### config.mk
export PLATFORM = sky130hd
export DESIGN_NAME = fetch_ctrl
export DESIGN_NICKNAME = d
export VERILOG_FILES = /design/src/rtl/fetch_ctrl_pkg.sv /design/src/rtl/fetch_hold_reg.sv /design/src/rtl/fetch_ctrl.sv
export SDC_FILE = /design/constraint.sdc
export NUM_CORES = 1
export LEC_CHECK = 0
export BUFFER_PORTS_ARGS = -buffer_cell sky130_fd_sc_hd__buf_4
export CAP_MARGIN = 20
export CORE_ASPECT_RATIO = 1.1
export CORE_MARGIN = 2
export CORE_UTILIZATION = 35
export DETAILED_ROUTE_END_ITERATION = 8
export PLACE_DENSITY = 0.6
export RECOVER_POWER = 100
export SLEW_MARGIN = 20
export SYNTH_ARGS = -nofsm -noshare
export SYNTH_HDL_FRONTEND = slang
export SYNTH_SLANG_ARGS = --single-unit
### constraint.sdc
create_clock -name clk -period 5.5 [get_ports clk]
set_input_delay 0.825 -clock clk [delete_from_list [all_inputs] [get_ports clk]]
set_output_delay 0.825 -clock clk [all_outputs]
set_load 0.05 [all_outputs]
### src/rtl/fetch_ctrl_pkg.sv
// rtl/fetch_ctrl_pkg.sv - shared types for the instruction-fetch sequencer
package fetch_ctrl_pkg;

    localparam logic [31:0] RESET_PC_DEFAULT = 32'hBFC0_0000;

    typedef struct packed {
        logic        valid;
        logic [31:0] addr;
    } ibus_req_t;

    typedef struct packed {
        logic        addr_ok;
        logic        data_ok;
        logic [31:0] data;
    } ibus_resp_t;

    typedef enum logic [1:0] {
        ADDR = 2'd0,
        DATA = 2'd1,
        HOLD = 2'd2,
        ADEL = 2'd3
    } fetch_state_t;

endpackage

### src/rtl/fetch_hold_reg.sv
// rtl/fetch_hold_reg.sv - word buffer that parks a fetched instruction while decode stalls
module fetch_hold_reg
    import fetch_ctrl_pkg::*;
(
    input  logic        clk,
    input  logic        reset,
    input  logic        load,
    input  logic        clear,
    input  logic [31:0] d,
    output logic [31:0] q,
    output logic        valid
);

    logic [31:0] data_q, data_d;
    logic        valid_q, valid_d;

    // load wins over clear so a same-cycle handover never loses a word
    always_comb begin
        data_d  = data_q;
        valid_d = valid_q;
        if (load) begin
            data_d  = d;
            valid_d = 1'b1;
        end else if (clear) begin
            data_d  = '0;
            valid_d = 1'b0;
        end
    end

    always_ff @(posedge clk or posedge reset) begin
        if (reset) begin
            data_q  <= '0;
            valid_q <= 1'b0;
        end else begin
            data_q  <= data_d;
            valid_q <= valid_d;
        end
    end

    assign q     = data_q;
    assign valid = valid_q;

endmodule

### src/rtl/fetch_ctrl.sv
// rtl/fetch_ctrl.sv - fetch PC owner and single-outstanding ibus sequencer
module fetch_ctrl
    import fetch_ctrl_pkg::*;
#(
    parameter logic [31:0] RESET_PC = RESET_PC_DEFAULT
) (
    input  logic        clk,
    input  logic        reset,
    output ibus_req_t   ireq,
    input  ibus_resp_t  iresp,
    input  logic        redirect_valid,
    input  logic [31:0] redirect_pc,
    input  logic        stall,
    output ibus_resp_t  f_resp,
    output logic [31:0] f_pc
);

    fetch_state_t state_q, state_d;
    logic [31:0]  pc_q, pc_d;
    logic [31:0]  target_q, target_d;
    logic         discard_q, discard_d;

    logic         hold_load, hold_clear, hold_valid;
    logic [31:0]  hold_data;
    logic         misaligned;
    logic         resp_phase;

    ibus_req_t    ireq_c;
    ibus_resp_t   f_resp_c;
    logic [31:0]  f_pc_c;

    fetch_hold_reg u_hold (
        .clk   (clk),
        .reset (reset),
        .load  (hold_load),
        .clear (hold_clear),
        .d     (iresp.data),
        .q     (hold_data),
        .valid (hold_valid)
    );

    assign misaligned = (pc_q[1:0] != 2'b00);

    // An accepted request (DATA, or ADDR with addr_ok this cycle) watches data_ok
    assign resp_phase = (state_q == DATA) ||
                        ((state_q == ADDR) && !misaligned && iresp.addr_ok);

    always_comb begin
        state_d    = state_q;
        pc_d       = pc_q;
        target_d   = target_q;
        discard_d  = discard_q;
        hold_load  = 1'b0;
        hold_clear = 1'b0;
        ireq_c     = '0;
        f_resp_c   = '0;
        f_pc_c     = pc_q;

        case (state_q)
            ADDR, DATA: begin
                if (state_q == ADDR && misaligned) begin
                    // Synthesized AdEL word is presented in the same cycle
                    f_resp_c.data_ok = 1'b1;
                    if (redirect_valid) begin
                        pc_d = redirect_pc;
                    end else begin
                        state_d = ADEL;
                    end
                end else begin
                    if (state_q == ADDR) begin
                        ireq_c.valid = 1'b1;
                        ireq_c.addr  = pc_q;
                    end
                    if (resp_phase && iresp.data_ok) begin
                        state_d   = ADDR;
                        discard_d = 1'b0;
                        if (discard_q || redirect_valid) begin
                            pc_d = redirect_valid ? redirect_pc : target_q;
                        end else if (!stall) begin
                            f_resp_c.data_ok = 1'b1;
                            f_resp_c.data    = iresp.data;
                            pc_d             = pc_q + 32'd4;
                        end else begin
                            hold_load = 1'b1;
                            state_d   = HOLD;
                        end
                    end else begin
                        if (resp_phase) begin
                            state_d = DATA;
                        end
                        if (redirect_valid) begin
                            discard_d = 1'b1;
                            target_d  = redirect_pc;
                        end
                    end
                end
            end
            HOLD: begin
                f_resp_c.data_ok = hold_valid;
                f_resp_c.data    = hold_data;
                if (redirect_valid) begin
                    pc_d       = redirect_pc;
                    hold_clear = 1'b1;
                    state_d    = ADDR;
                end else if (!stall) begin
                    pc_d       = pc_q + 32'd4;
                    hold_clear = 1'b1;
                    state_d    = ADDR;
                end
            end
            ADEL: begin
                f_resp_c.data_ok = 1'b1;
                if (redirect_valid) begin
                    pc_d    = redirect_pc;
                    state_d = ADDR;
                end
            end
            default: begin
                state_d = ADDR;
            end
        endcase

        // Outputs are quiet while reset is held, regardless of bus activity
        if (reset) begin
            ireq_c.valid = 1'b0;
            f_resp_c     = '0;
            f_pc_c       = RESET_PC;
        end
    end

    always_ff @(posedge clk or posedge reset) begin
        if (reset) begin
            state_q   <= ADDR;
            pc_q      <= RESET_PC;
            target_q  <= RESET_PC;
            discard_q <= 1'b0;
        end else begin
            state_q   <= state_d;
            pc_q      <= pc_d;
            target_q  <= target_d;
            discard_q <= discard_d;
        end
    end

    assign ireq   = ireq_c;
    assign f_resp = f_resp_c;
    assign f_pc   = f_pc_c;

endmodule

==> flow_summary.json, run 1 <==
{
  "drt_iter0_drc": 567,
  "postSynthAreaPerCell_um2": 9.506,
  "ys_seq_elements": 100,
  "rsz0062_at_grt": "no",
  "most-common-layout-cells": "97 x clkbuf_1, 82 x dfrtp_1, 76 x buf_4",
  "grt_max_degree": 66,
  "maxCapViolations": 3,
  "hold_path_class": "reg2reg",
  "slew_violations": 106,
  "fmax_ghz": 0.2566,
  "path_max_fanout": 32,
  "die_area_um2": 18430,
  "status": "finished, violations left",
  "synth.distinct_cells": 70,
  "layout_commonest_cell": "clkbuf_1",
  "ioPinCount": 169,
  "synth_area_um2": 6075,
  "wl_mm": 19.25,
  "dp_cells": 986,
  "path_clk_slew_ns": 0.06,
  "cts_inserted_buffers": 9,
  "power_uw": 4196,
  "synthArstFlopShare": 1.000,
  "synth_edf_count": 0,
  "cts_tree": "yes",
  "required_ns": 4.68,
  "clock_latency_ns": 0.35,
  "finalNonFillerCells": 1001,
  "drc": 0,
  "post-dp-hpwl_mm": 13.22,
  "gp_congestion": 0.8644,
  "die_x_um": 129.6,
  "critPathKind": "reg2out",
  "period_needed_ns": 3.898,
  "num_vias": 5777,
  "cts_sinks": 100,
  "start_util": 0.3570,
  "core_um2": 17020,
  "drive_gt1_frac": 0.2203,
  "antenna_cells": 0,
  "violations": "capacitance limit, slew limit",
  "slew_headroom": -0.1571,
  "clockBufferDepth": 2,
  "powerDensity_nw_per_um2": 573.9,
  "ir_worst_vdd_mv": 0.1714,
  "fp.dieH_um": 142.2,
  "viasPerCell": 5.771,
  "antenna_found_initial": 0,
  "grtUsageTotal": 0.2103,
  "seq_area_frac_synth": 0.4157,
  "syn2layout_area_growth_pct": 20.35,
  "p_leak_uw": 0.003044,
  "tns_ns": 0,
  "final_nets": 834,
  "cts_root_buf": "clkbuf_16",
  "cts_resized": 0,
  "synthFlopType": "dfrtp_1",
  "routedWlPerCell_um": 19.23,
  "ant_nets": 0,
  "finalHoldViolCount": 0,
  "grt_pass1_vias": 5758,
  "rows": 50,
  "firstDrtPassIters": 6,
  "fin_skew_ns": 0.01085,
  "syn_inst": 639,
  "grt-ovfl-total": 0,
  "grt_pass1_wl_mm": 30.55,
  "hold_buffers": 0,
  "setup_viol": 0,
  "cp-end-kind": "output port",
  "port_buffers": 165,
  "post_cts_buffers": 0,
  "tightest_slew_ns": 1.729,
  "cp.arrival_ns": 3.07,
  "htree_levels": 3,
  "yosysWarningCount": 0,
  "fin_crit_sh": 0.7087,
  "hold_slack_ns": 0.4840,
  "cp-start-kind": "flop"
}
area by class of cell:
type	instances	area [um^2]
Multi-Input combinational cell	472	3226
Fill cell	1779	9706
Tap cell	234	292.8
Timing Repair Buffer	174	942.2
Clock buffer	10	239.0
Inverter	6	25.02
Clock inverter	5	61.31
Sequential cell	100	2525
cell families after synthesis:
| family | after synthesis | synth area share |
|---|---|---|
| AND/OR/NAND/NOR | 232 | 0.2241 |
| AO/OA/AOI/OAI | 200 | 0.2373 |
| flip-flops | 100 | 0.4157 |
| buffers and inverters | 69 | 0.05438 |
| multiplexers | 36 | 0.06591 |
| adder cells (fa/ha/maj) | 1 | 0.002059 |
| other | 1 | 0.0006173 |
worst max-delay path: stages (launching register included):
cell and delay [ns]:
dfrtp_1 0.52, nor2_1 1.35, and3_1 0.36, clkbuf_1 0.49
per-stage QoR:
step           cell area, um^2    util  setup slack [ns]
2_1_floorplan             6082       -            0.8461
3_3_place_gp              7393  0.4345             2.261
3_5_place_dp              7398  0.4348             2.204
4_1_cts                   7699  0.4524             2.192
5_1_grt                   7311  0.4296             1.335
6_report                  7311  0.4296             1.602
power by group:
| part | leakage [uW] | switching [uW] | internal, uW |
|---|---|---|---|
| logic | 0.00169 | 1320 | 655 |
| registers | 0.00122 | 420 | 1150 |
| clock network | 0.000137 | 288 | 364 |
| total | 0.00304 | 2030 | 2170 |
worst paths after layout:
| check | start | depth (start not counted) | end | slack, ns |
|---|---|---|---|---|
| max | state_q[1]$_DFFE_PP0P_ | 3 | ireq[24] | 1.60 |
| min | u_hold.valid$_DFFE_PP0P_ | 1 | u_hold.valid$_DFFE_PP0P_ | 0.48 |
| max reg2reg | state_q[0]$_DFFE_PP0P_ | 6 | target_q[20]$_DFFE_PP0P_ | 1.70 |
| min reg2reg | u_hold.valid$_DFFE_PP0P_ | 1 | u_hold.valid$_DFFE_PP0P_ | 0.48 |
| max in group asynchronous | reset | 3 | pc_q[12]$_DFFE_PP0N_ | 3.42 |
| min in group asynchronous | reset | 2 | pc_q[1]$_DFFE_PP0P_ | 0.88 |
per-layer routing:
metal / vias to the layer above / share of wire / global-route usage
met5: - / 0 / 0
met4: 0 / 0.024 / 0.09394
met3: 33 / 0.077 / 0.03797
met2: 277 / 0.47 / 0.3356
met1: 2804 / 0.43 / 0.2780
li1: 2663 / - / -
flip-flops by register name, indices dropped and copies added, names as in the netlist:
signal	cells
pc_q	32
target_q	32
u_hold.q	32
state_q	2
discard_q	1
u_hold.valid	1
cell usage after synthesis (8+ instances only):
| cell | count | area (um^2) |
|---|---|---|
| a21oi_1 | 12 | 60.06 |
| a222oi_1 | 11 | 110.1 |
| a22o_1 | 34 | 297.8 |
| a22oi_1 | 38 | 285.3 |
| a31oi_1 | 10 | 62.56 |
| and3_1 | 36 | 225.2 |
| buf_2 | 21 | 105.1 |
| clkbuf_1 | 31 | 116.4 |
| dfrtp_1 | 82 | 2052 |
| dfstp_2 | 18 | 473.0 |
| mux2_2 | 32 | 360.4 |
| nand2_1 | 22 | 82.58 |
| nand3_1 | 18 | 90.09 |
| nor2_1 | 61 | 229.0 |
| nor2b_1 | 26 | 162.7 |
| nor3_1 | 10 | 50.05 |
| o21ai_0 | 48 | 240.2 |
| o21ai_1 | 8 | 40.04 |
| or2_2 | 12 | 75.07 |
Power figures use the tool's default switching activity.
==> run 2: changes to the inputs <==
Settings changed: ABC_AREA set to 1, PLACE_DENSITY 0.6 to 0.62.
Clock period 5.5 ns to 3.35 ns, I/O delays scaled along.
==> flow_summary.json, run 2 <==
{
  "htree_levels": 3,
  "ioPinCount": 169,
  "synth_top_area_frac": 0.3037,
  "tns_ns": 0,
  "maxCapViolations": 0,
  "grt_pass1_wl_mm": 33.18,
  "fin_skew_ns": 0.006636,
  "ys_seq_elements": 100,
  "ir_worst_vdd_mv": 0.5184,
  "hold_buffers": 0,
  "slew_headroom": 0.05681,
  "yosysWarningCount": 0,
  "slew_violations": 0,
  "wl_mm": 21.27,
  "tightest_slew_ns": 1.415,
  "cts_tree": "yes",
  "cp_slowest_stage_delay_ns": 0.83,
  "grt_max_degree": 101,
  "path_max_fanout": 31,
  "ant_nets": 0,
  "grt_pass1_vias": 6291,
  "layout_commonest_cell": "nand2_1",
  "routedWlPerCell_um": 15.08,
  "synth.distinct_cells": 38,
  "ys_top_cells_by_area": "dfrtp_1 30%, nand2_1 17%, dfstp_2 7.0%",
  "critPathSlowestCell": "clkbuf_1",
  "drc": 0,
  "rows": 53,
  "synthArstFlopShare": 1.000,
  "num_vias": 6995,
  "antenna_found_initial": 0,
  "firstDrtPassIters": 5,
  "required_ns": 3.62,
  "grtUsageMet1": 0.2786,
  "die_x_um": 136.5,
  "core_um2": 19030,
  "synthFlopType": "dfrtp_1",
  "cp-start-kind": "flop",
  "final_nets": 1229,
  "grtUsageTotal": 0.2086,
  "syn2layout_area_growth_pct": 19.74,
  "start_util": 0.3550,
  "clockBufferDepth": 2,
  "hold_path_class": "in2reg",
  "drive_gt1_frac": 0.1599,
  "fp.dieH_um": 149.7,
  "rsz0062_at_grt": "no",
  "grt_use_met3": 0.02913,
  "hold_slack_ns": 0.4118,
  "critPathKind": "reg2reg",
  "synth_area_um2": 6756,
  "cts_sinks": 100,
  "status": "finished, final reports clean",
  "nFillCells": 2097,
  "path_clk_slew_ns": 0.07,
  "use_met2": 0.3308,
  "most-common-layout-cells": "300 x nand2_1, 115 x nor2_1, 113 x inv_1",
  "cp-end-kind": "flop",
  "cp_cell_sequence": "inv_1, nand2_2, nor2_4, nor2_8, nand2_4, clkbuf_1, nand2_1, o211ai_1",
  "postSynthAreaPerCell_um2": 6.592,
  "port_buffers": 165,
  "period_needed_ns": 3.003,
  "p_leak_uw": 0.003793,
  "fmax_ghz": 0.3330,
  "finalHoldViolCount": 0,
  "clock_latency_ns": 0.35,
  "setup_viol": 0,
  "powerDensity_nw_per_um2": 945.7,
  "synth_edf_count": 0,
  "die_area_um2": 20430,
  "cts_resized": 0,
  "cts_inserted_buffers": 9,
  "viasPerCell": 4.961,
  "yosys-top-cells-count": "299 x nand2_1, 115 x nor2_1, 112 x inv_1",
  "cts_root_buf": "clkbuf_16",
  "syn_inst": 1025,
  "gp_congestion": 0.9358,
  "drt_iter0_drc": 492,
  "cp.arrival_ns": 3.27,
  "fin_crit_sh": 0.8963,
  "yosysTopAreaCell": "dfrtp_1",
  "top_usage_layer": "met2",
  "seq_area_frac_synth": 0.3737,
  "grt-ovfl-total": 0,
  "post-dp-hpwl_mm": 15.39,
  "synth.most_common_cell": "nand2_1",
  "post_cts_buffers": 0,
  "antenna_cells": 0
}
## run 2: cell count changes after synthesis, moves of 36 or more
cell	before	now
inv_1	5	112
a22oi_1	38	1
nand2_1	22	299
nand3_1	18	87
a21oi_1	12	54
nor2_1	61	115
and3_1	36	0
o21ai_0	48	88
## run 2: cell type report
cell class	count	area, um^2	share of cell area
tap	247	309.0	0.03820
timing repair buffer	177	991.0	0.1225
clock buffer	12	256.5	0.03170
sequential	100	2525	0.3121
inverter	119	450.4	0.05568
clock inverter	4	72.57	0.008970
multi-input combinational	751	3486	0.4309
## run 2: cell families after synthesis
family | count (synthesis) | share of synthesized area
fa+ha+maj | 1 | 0.001852
xor+xnor | 1 | 0.001297
compound gates | 202 | 0.1676
flops | 100 | 0.3737
other cells | 1 | 0.0005550
simple gates | 544 | 0.3439
buf+inv | 176 | 0.1111
## run 2: through the flow
stage                     cells  worst slack [ns]  instance area, um^2  utilization  total power, uW
after detailed placement   1394            0.7772                 8123       0.4268             6750
final                      1410            0.3474                 8090       0.4251             7651
after global routing       1410            0.1488                 8090       0.4251             8265
after floorplan            1027           0.01205                 6765            -             5492
after global placement     1394            0.7624                 8123       0.4268             6697
after CTS                  1410            0.4926                 8452       0.4441             7937
## run 2: final timing paths
path,to,slack (ns),start,cells after the start
setup reg to reg,pc_q[14]$_DFFE_PP0N_,0.35,state_q[1]$_DFFE_PP0P_,8
max in group asynchronous,u_hold.q[16]$_DFFE_PP0P_,0.78,reset,3
setup / recovery,pc_q[14]$_DFFE_PP0N_,0.35,state_q[1]$_DFFE_PP0P_,8
hold reg to reg,target_q[3]$_DFFE_PP0P_,0.48,target_q[3]$_DFFE_PP0P_,2
hold / removal,u_hold.q[14]$_DFFE_PP0P_,0.41,iresp[14],3
min in group asynchronous,target_q[18]$_DFFE_PP0P_,1.72,reset,3
## run 2: metal layers
metal  wire [um]  up-vias
li1            -     3547
met1        9339     3148
met2        9618      262
met3        1430       38
met4         879        0
met5           0        -
## run 2: worst max-delay path, delay by kind of cell, from the launching register on
family                 cells  cell delay, ns
buffers and inverters      2            1.23
AO/OA/AOI/OAI              1            0.18
AND/OR/NAND/NOR            5            1.00
flip-flops                 1            0.51
## run 2: power by group
part | total (uW) | internal (uW) | switching (uW)
Clock | 1160 | 695 | 466
Sequential | 2300 | 1860 | 446
Combinational | 4190 | 1050 | 3140
Total | 7650 | 3600 | 4050
